==> config.mk <==
export PLATFORM = sky130hd
export DESIGN_NAME = deflate_engine_dispatcher
export DESIGN_NICKNAME = d
export VERILOG_FILES = /design/src/rtl/deflate_sched_pkg.sv /design/src/rtl/rr_arbiter.sv /design/src/rtl/deflate_engine_dispatcher.sv
export SDC_FILE = /design/constraint.sdc
export NUM_CORES = 1
export LEC_CHECK = 0
export CORE_AREA = 2 2 217 219
export DETAILED_ROUTE_END_ITERATION = 7
export DIE_AREA = 0 0 219 221
export PLACE_DENSITY_LB_ADDON = 0.1
export SLEW_MARGIN = 20
export SYNTH_ARGS = -nofsm -noshare
export SYNTH_HDL_FRONTEND = slang
export SYNTH_SLANG_ARGS = --single-unit
export TNS_END_PERCENT = 30
==> constraint.sdc <==
create_clock -name clk -period 1.89 [get_ports clk]
set_clock_uncertainty 0.2 [all_clocks]
set_input_delay 0.378 -clock clk [delete_from_list [all_inputs] [get_ports clk]]
set_output_delay 0.378 -clock clk [all_outputs]
set_load 0.02 [all_outputs]
==> src/rtl/deflate_sched_pkg.sv <==
// Shared scheduling definitions for the deflate engine dispatcher and the
// output collector.
package deflate_sched_pkg;

  localparam int NUM_ENGINES_DEF = 4;
  localparam int SEQ_W_DEF       = 8;
  localparam int ENG_IDX_W_DEF   = $clog2(NUM_ENGINES_DEF);

  typedef enum logic {
    IDLE   = 1'b0,
    STREAM = 1'b1
  } state_t;

endpackage

==> src/rtl/rr_arbiter.sv <==
// Combinational round-robin picker: grants the first requester at or after
// ptr, wrapping modulo N.
module rr_arbiter #(
  parameter int N     = 4,
  parameter int IDX_W = $clog2(N)
) (
  input  logic [N-1:0]     req,
  input  logic [IDX_W-1:0] ptr,
  output logic             grant_valid,
  output logic [IDX_W-1:0] grant_idx
);

  int idx;

  always_comb begin
    // NOTE: every output gets a default first so no latch is inferred.
    grant_valid = 1'b0;
    grant_idx   = '0;
    idx         = 0;
    for (int k = 0; k < N; k++) begin
      idx = (int'(ptr) + k) % N;
      if (!grant_valid && req[IDX_W'(idx)]) begin
        grant_valid = 1'b1;
        grant_idx   = IDX_W'(idx);
      end
    end
  end

endmodule

==> src/rtl/deflate_engine_dispatcher.sv <==
// Distributes jobs from one 256-bit stream across parallel deflate engines,
// round-robin over idle enabled engines, and logs each dispatch in order.
module deflate_engine_dispatcher
  import deflate_sched_pkg::*;
#(
  parameter int NUM_ENGINES = NUM_ENGINES_DEF,
  parameter int ENG_IDX_W   = $clog2(NUM_ENGINES),
  parameter int SEQ_W       = SEQ_W_DEF
) (
  input  logic                   clk,
  input  logic                   rst,
  input  logic                   in_valid,
  output logic                   in_ready,
  input  logic [255:0]           in_data,
  input  logic                   in_last,
  input  logic [NUM_ENGINES-1:0] eng_enable,
  input  logic [NUM_ENGINES-1:0] eng_out_last,
  output logic [NUM_ENGINES-1:0] eng_start,
  output logic [NUM_ENGINES-1:0] eng_inValid,
  output logic [NUM_ENGINES-1:0] eng_last,
  output logic [255:0]           eng_data,
  output logic [NUM_ENGINES-1:0] eng_busy,
  output logic                   dispatch_valid,
  output logic [ENG_IDX_W-1:0]   dispatch_engine,
  output logic [SEQ_W-1:0]       dispatch_seq
);

  state_t                 state_q, state_d;
  logic [ENG_IDX_W-1:0]   sel_q, sel_d, ptr_q, ptr_d;
  logic                   first_q, first_d;
  logic [SEQ_W-1:0]       seq_q, seq_d;
  logic [NUM_ENGINES-1:0] busy_q, busy_d;
  logic [NUM_ENGINES-1:0] start_q, start_d, invalid_q, invalid_d, last_q, last_d;
  logic [255:0]           data_q, data_d;
  logic                   dv_q, dv_d;
  logic [ENG_IDX_W-1:0]   de_q, de_d;
  logic [SEQ_W-1:0]       ds_q, ds_d;

  logic                   grant_valid;
  logic [ENG_IDX_W-1:0]   grant_idx;
  logic [NUM_ENGINES-1:0] sel_oh;

  rr_arbiter #(
    .N     (NUM_ENGINES),
    .IDX_W (ENG_IDX_W)
  ) u_rr_arbiter (
    .req         (eng_enable & ~busy_q),
    .ptr         (ptr_q),
    .grant_valid (grant_valid),
    .grant_idx   (grant_idx)
  );

  assign sel_oh = {{(NUM_ENGINES-1){1'b0}}, 1'b1} << sel_q;

  always_comb begin
    state_d   = state_q;
    sel_d     = sel_q;
    ptr_d     = ptr_q;
    first_d   = first_q;
    seq_d     = seq_q;
    busy_d    = busy_q & ~eng_out_last;
    start_d   = '0;
    invalid_d = '0;
    last_d    = '0;
    data_d    = data_q;
    dv_d      = 1'b0;
    de_d      = de_q;
    ds_d      = ds_q;

    unique case (state_q)
      IDLE: begin
        if (in_valid && grant_valid) begin
          sel_d   = grant_idx;
          first_d = 1'b1;
          state_d = STREAM;
        end
      end
      STREAM: begin
        if (in_valid) begin
          invalid_d = sel_oh;
          data_d    = in_data;
          start_d   = first_q ? sel_oh : '0;
          last_d    = in_last ? sel_oh : '0;
          if (first_q) begin
            dv_d    = 1'b1;
            de_d    = sel_q;
            ds_d    = seq_q;
            seq_d   = seq_q + 1'b1;
            first_d = 1'b0;
          end
          if (in_last) begin
            // NOTE: the set is applied after the out_last clear, so a same-cycle set wins.
            busy_d  = busy_d | sel_oh;
            ptr_d   = (sel_q == ENG_IDX_W'(NUM_ENGINES - 1)) ? '0 : sel_q + 1'b1;
            state_d = IDLE;
          end
        end
      end
      default: state_d = IDLE;
    endcase
  end

  // NOTE: all state uses non-blocking assignments; reset also clears eng_data.
  always_ff @(posedge clk) begin
    if (rst) begin
      state_q   <= IDLE;
      sel_q     <= '0;
      ptr_q     <= '0;
      first_q   <= 1'b0;
      seq_q     <= '0;
      busy_q    <= '0;
      start_q   <= '0;
      invalid_q <= '0;
      last_q    <= '0;
      data_q    <= '0;
      dv_q      <= 1'b0;
      de_q      <= '0;
      ds_q      <= '0;
    end else begin
      state_q   <= state_d;
      sel_q     <= sel_d;
      ptr_q     <= ptr_d;
      first_q   <= first_d;
      seq_q     <= seq_d;
      busy_q    <= busy_d;
      start_q   <= start_d;
      invalid_q <= invalid_d;
      last_q    <= last_d;
      data_q    <= data_d;
      dv_q      <= dv_d;
      de_q      <= de_d;
      ds_q      <= ds_d;
    end
  end

  assign in_ready        = (state_q == STREAM);
  assign eng_start       = start_q;
  assign eng_inValid     = invalid_q;
  assign eng_last        = last_q;
  assign eng_data        = data_q;
  assign eng_busy        = busy_q;
  assign dispatch_valid  = dv_q;
  assign dispatch_engine = de_q;
  assign dispatch_seq    = ds_q;

endmodule

==> impl_metrics.tcl <==
set metrics [dict create \
    seq_area_sq_um 5950 \
    synth_top_family_by_area "simple AND/OR/NAND/NOR gates" \
    insertion_delay_ns 0.54 \
    grt_pass1_vias 10300 \
    p_per_area_nw_per_um2 872 \
    wire_per_inst_microns 17.1 \
    synth_top_area_share_pct 57.1 \
    cap_violations 0 \
    cts_htree_levels 2 \
    min_path_type "in2reg" \
    first_pass_iters 4 \
    pwr-share-clk_pct 44.9 \
    fp.dieW_microns 219 \
    grt_remaining_overflow 0 \
    critical_path_required_ns 1.31 \
    netSwitchingPower_w 0.00386 \
    area_delta_synth_final_pct 72.0 \
    end_kind "output pin" \
    cts_sinks 297 \
    worst_slew_margin_rel_pct 67.8 \
    multi_input_area_sq_um 3920 \
    pre_cts_slack_ns -0.148 \
    path_clk_slew_ns 0.05 \
    layout_common_cells "nand2_1 (540), dfxtp_1 (297), a21oi_1 (272)" \
    p_leak_nw 7.58 \
    rsz0062_at_grt "false" \
    critPathLaunchType "flop" \
    die-height_microns 221 \
    syn_nets 1554 \
    tritoncts "yes" \
    routed_via_density 4.19 \
    status "finished clean" \
    fin_crit_sh_pct 97.2 \
    fp.dieArea_sq_um 48400 \
    wirelength_microns 42400 \
    setup_slack_ns 0.0529 \
    synth_compound_area_share_pct 14.3 \
    power.total_w 0.0156 \
    crit_path_top_delay_cell "dlygate4sd2_1" \
    place_hpwl_microns 31500 \
    synthAdderAreaFrac_pct 0.601 \
    nets 2126 \
    ant_nets 0 \
    path_class "reg2out" \
    clockRootBuffer "clkbuf_16" \
    place.gp.congestion 0.770 \
    p_comb_share_pct 12.9 \
    synth-edff-count 0 \
    cp_top_family "buffers and inverters" \
    fmax_mhz 544 \
    layout_commonest_cell "nand2_1" \
    fin_tns_setup_ns 0 \
    synthArstFlopShare_pct 0 \
    swShare_pct 24.7 \
    worst_slew_pin_slew_ns 0.483 \
    pwr-share-seq_pct 42.3 \
    critPathArrivalTime_ns 1.26 \
    fillers 4896 \
    rows 79 \
    grt_use_total_pct 16.9 \
    cpPeakStageDelay_ns 0.38 \
    ios 552 \
    netlist-cell-type-count 35 \
    final-setup-viol-count 0 \
    ys_ff_latch 297 \
    port_buffers 551 \
    critPathMaxFanout 2 \
    synthCells 1281 \
    vdd_ir_drop_max_mv 0.602 \
    syn-cell-area_sq_um 10400 \
    vias 10400 \
    synth_xor_area_share_pct 0.505 \
    synth_mux_area_share_pct 0 \
    syn_area_per_cell_sq_um 8.13 \
    internal_power_w 0.0118 \
    drt_iter0_drc 415 \
    synth_area_leaders "dfxtp_1 (57%), nand2_1 (19%), a21oi_1 (13%)" \
    grt_pass1_wl_microns 63200 \
    grt_antenna_before_repair 4 \
    core-area_sq_um 46100 \
    grt_max_degree 95 \
    crit_chain "dlygate4sd2_1" \
    synth-main-ff-cell "dfxtp_1" \
    holdWs_ns 0.106 \
    cts_buffers 38 \
    drc_errors 0 \
    layout-drive-gt1-share_pct 8.38 \
    path_buf_inv 1 \
    finalCriticalPeriod_ns 1.84 \
    finalHoldViolCount 0 \
    clock_path_buffers 3 \
    yosysSeqAreaShare_pct 57.1 \
    synth_area_leader_cell "dfxtp_1" \
    start_util_pct 22.6 \
    yosys.area_share.simple_pct 22.1 \
    drv_slew 0 \
    yosys_warnings 0 \
]
## Yosys cell counts, drive strengths merged, types with 2 or more instances
cell type,count
buf,41
xnor2,3
o41ai,2
nand2,542
dfxtp,297
a21o,4
nor2b,5
or3,2
and3,6
ha,5
o21ai,3
nor3,3
nor2,13
inv,4
clkbuf,51
xor2,3
nand2b,2
nand3,4
and2,9
nand4,3
a21oi,273
## worst paths after layout
| check | startpoint | end | slack [ns] | cells after the start |
|---|---|---|---|---|
| setup / recovery | eng_data[172]$_SDFFE_PP0P_ | eng_data[172] | 0.05 | 1 |
| hold / removal | rst | sel_q[1]$_SDFFE_PP0P_ | 0.11 | 4 |
| setup reg to reg | sel_q[0]$_SDFFE_PP0P_ | eng_busy[0]$_SDFF_PP0_ | 0.33 | 5 |
| hold reg to reg | eng_data[101]$_SDFFE_PP0P_ | eng_data[101]$_SDFFE_PP0P_ | 0.25 | 2 |
## registers in the layout (all words and copies together) (netlist names), 4 cells and up
| name | flops |
|---|---|
| dispatch_seq | 8 |
| eng_busy | 4 |
| eng_data | 256 |
| eng_inValid | 4 |
| eng_last | 4 |
| eng_start | 4 |
| seq_q | 8 |
## repair_timing
| action | in CTS | in global routing |
|---|---|---|
| cloned | 0 | 0 |
| setup buffers | 0 | 0 |
| resized for setup | 332 | 39 |
| hold buffers | 0 | 0 |
| setup endpoints to repair | 284 | 34 |
## final cells by class
type,count,share of cell area [%]
flip-flops and latches,297,33.2
repair buffers,624,34.0
multi-input cells,888,21.9
inverters,4,0.0838
well taps,607,4.24
clock inverters,4,0.293
diodes,2,0.0279
clock buffers,57,6.34
## metrics by stage
| stage | cells | area (sq um) | util, % |
|---|---|---|---|
| 6_report | 2483 | 17900 | 38.9 |
| 5_1_grt | 2482 | 17900 | 38.9 |
| 4_1_cts | 2481 | 17900 | 38.9 |
| 3_5_place_dp | 2420 | 17100 | 37.0 |
| 3_3_place_gp | 2420 | 17100 | 37.0 |
| 2_1_floorplan | 1281 | 10400 | - |
## layer usage
metal | vias up | GRT usage [%] | share of wire [%]
met5 | - | 0 | 0.057
met4 | 4 | 4.18 | 2.0
met2 | 354 | 28.5 | 48
li1 | 5281 | - | -
met1 | 4721 | 19.8 | 41
met3 | 51 | 6.89 | 9.6
## power groups by stage
stage          Combinational [W]  Clock, W  Sequential [W]
6_report                 0.00201   0.00701         0.00660
5_1_grt                  0.00217   0.00750         0.00663
4_1_cts                  0.00205   0.00730         0.00660
3_5_place_dp             0.00218         0         0.00674
3_3_place_gp             0.00218         0         0.00674
2_1_floorplan           0.000563         0         0.00700
## cell families after synthesis
| logic type | count (synthesis) |
|---|---|
| AND/OR/NAND/NOR | 590 |
| AO/OA/AOI/OAI | 287 |
| XOR/XNOR | 6 |
| buffers and inverters | 96 |
| adder cells (fa/ha/maj) | 5 |
| flip-flops | 297 |
(Power assumes the default switching activity.)
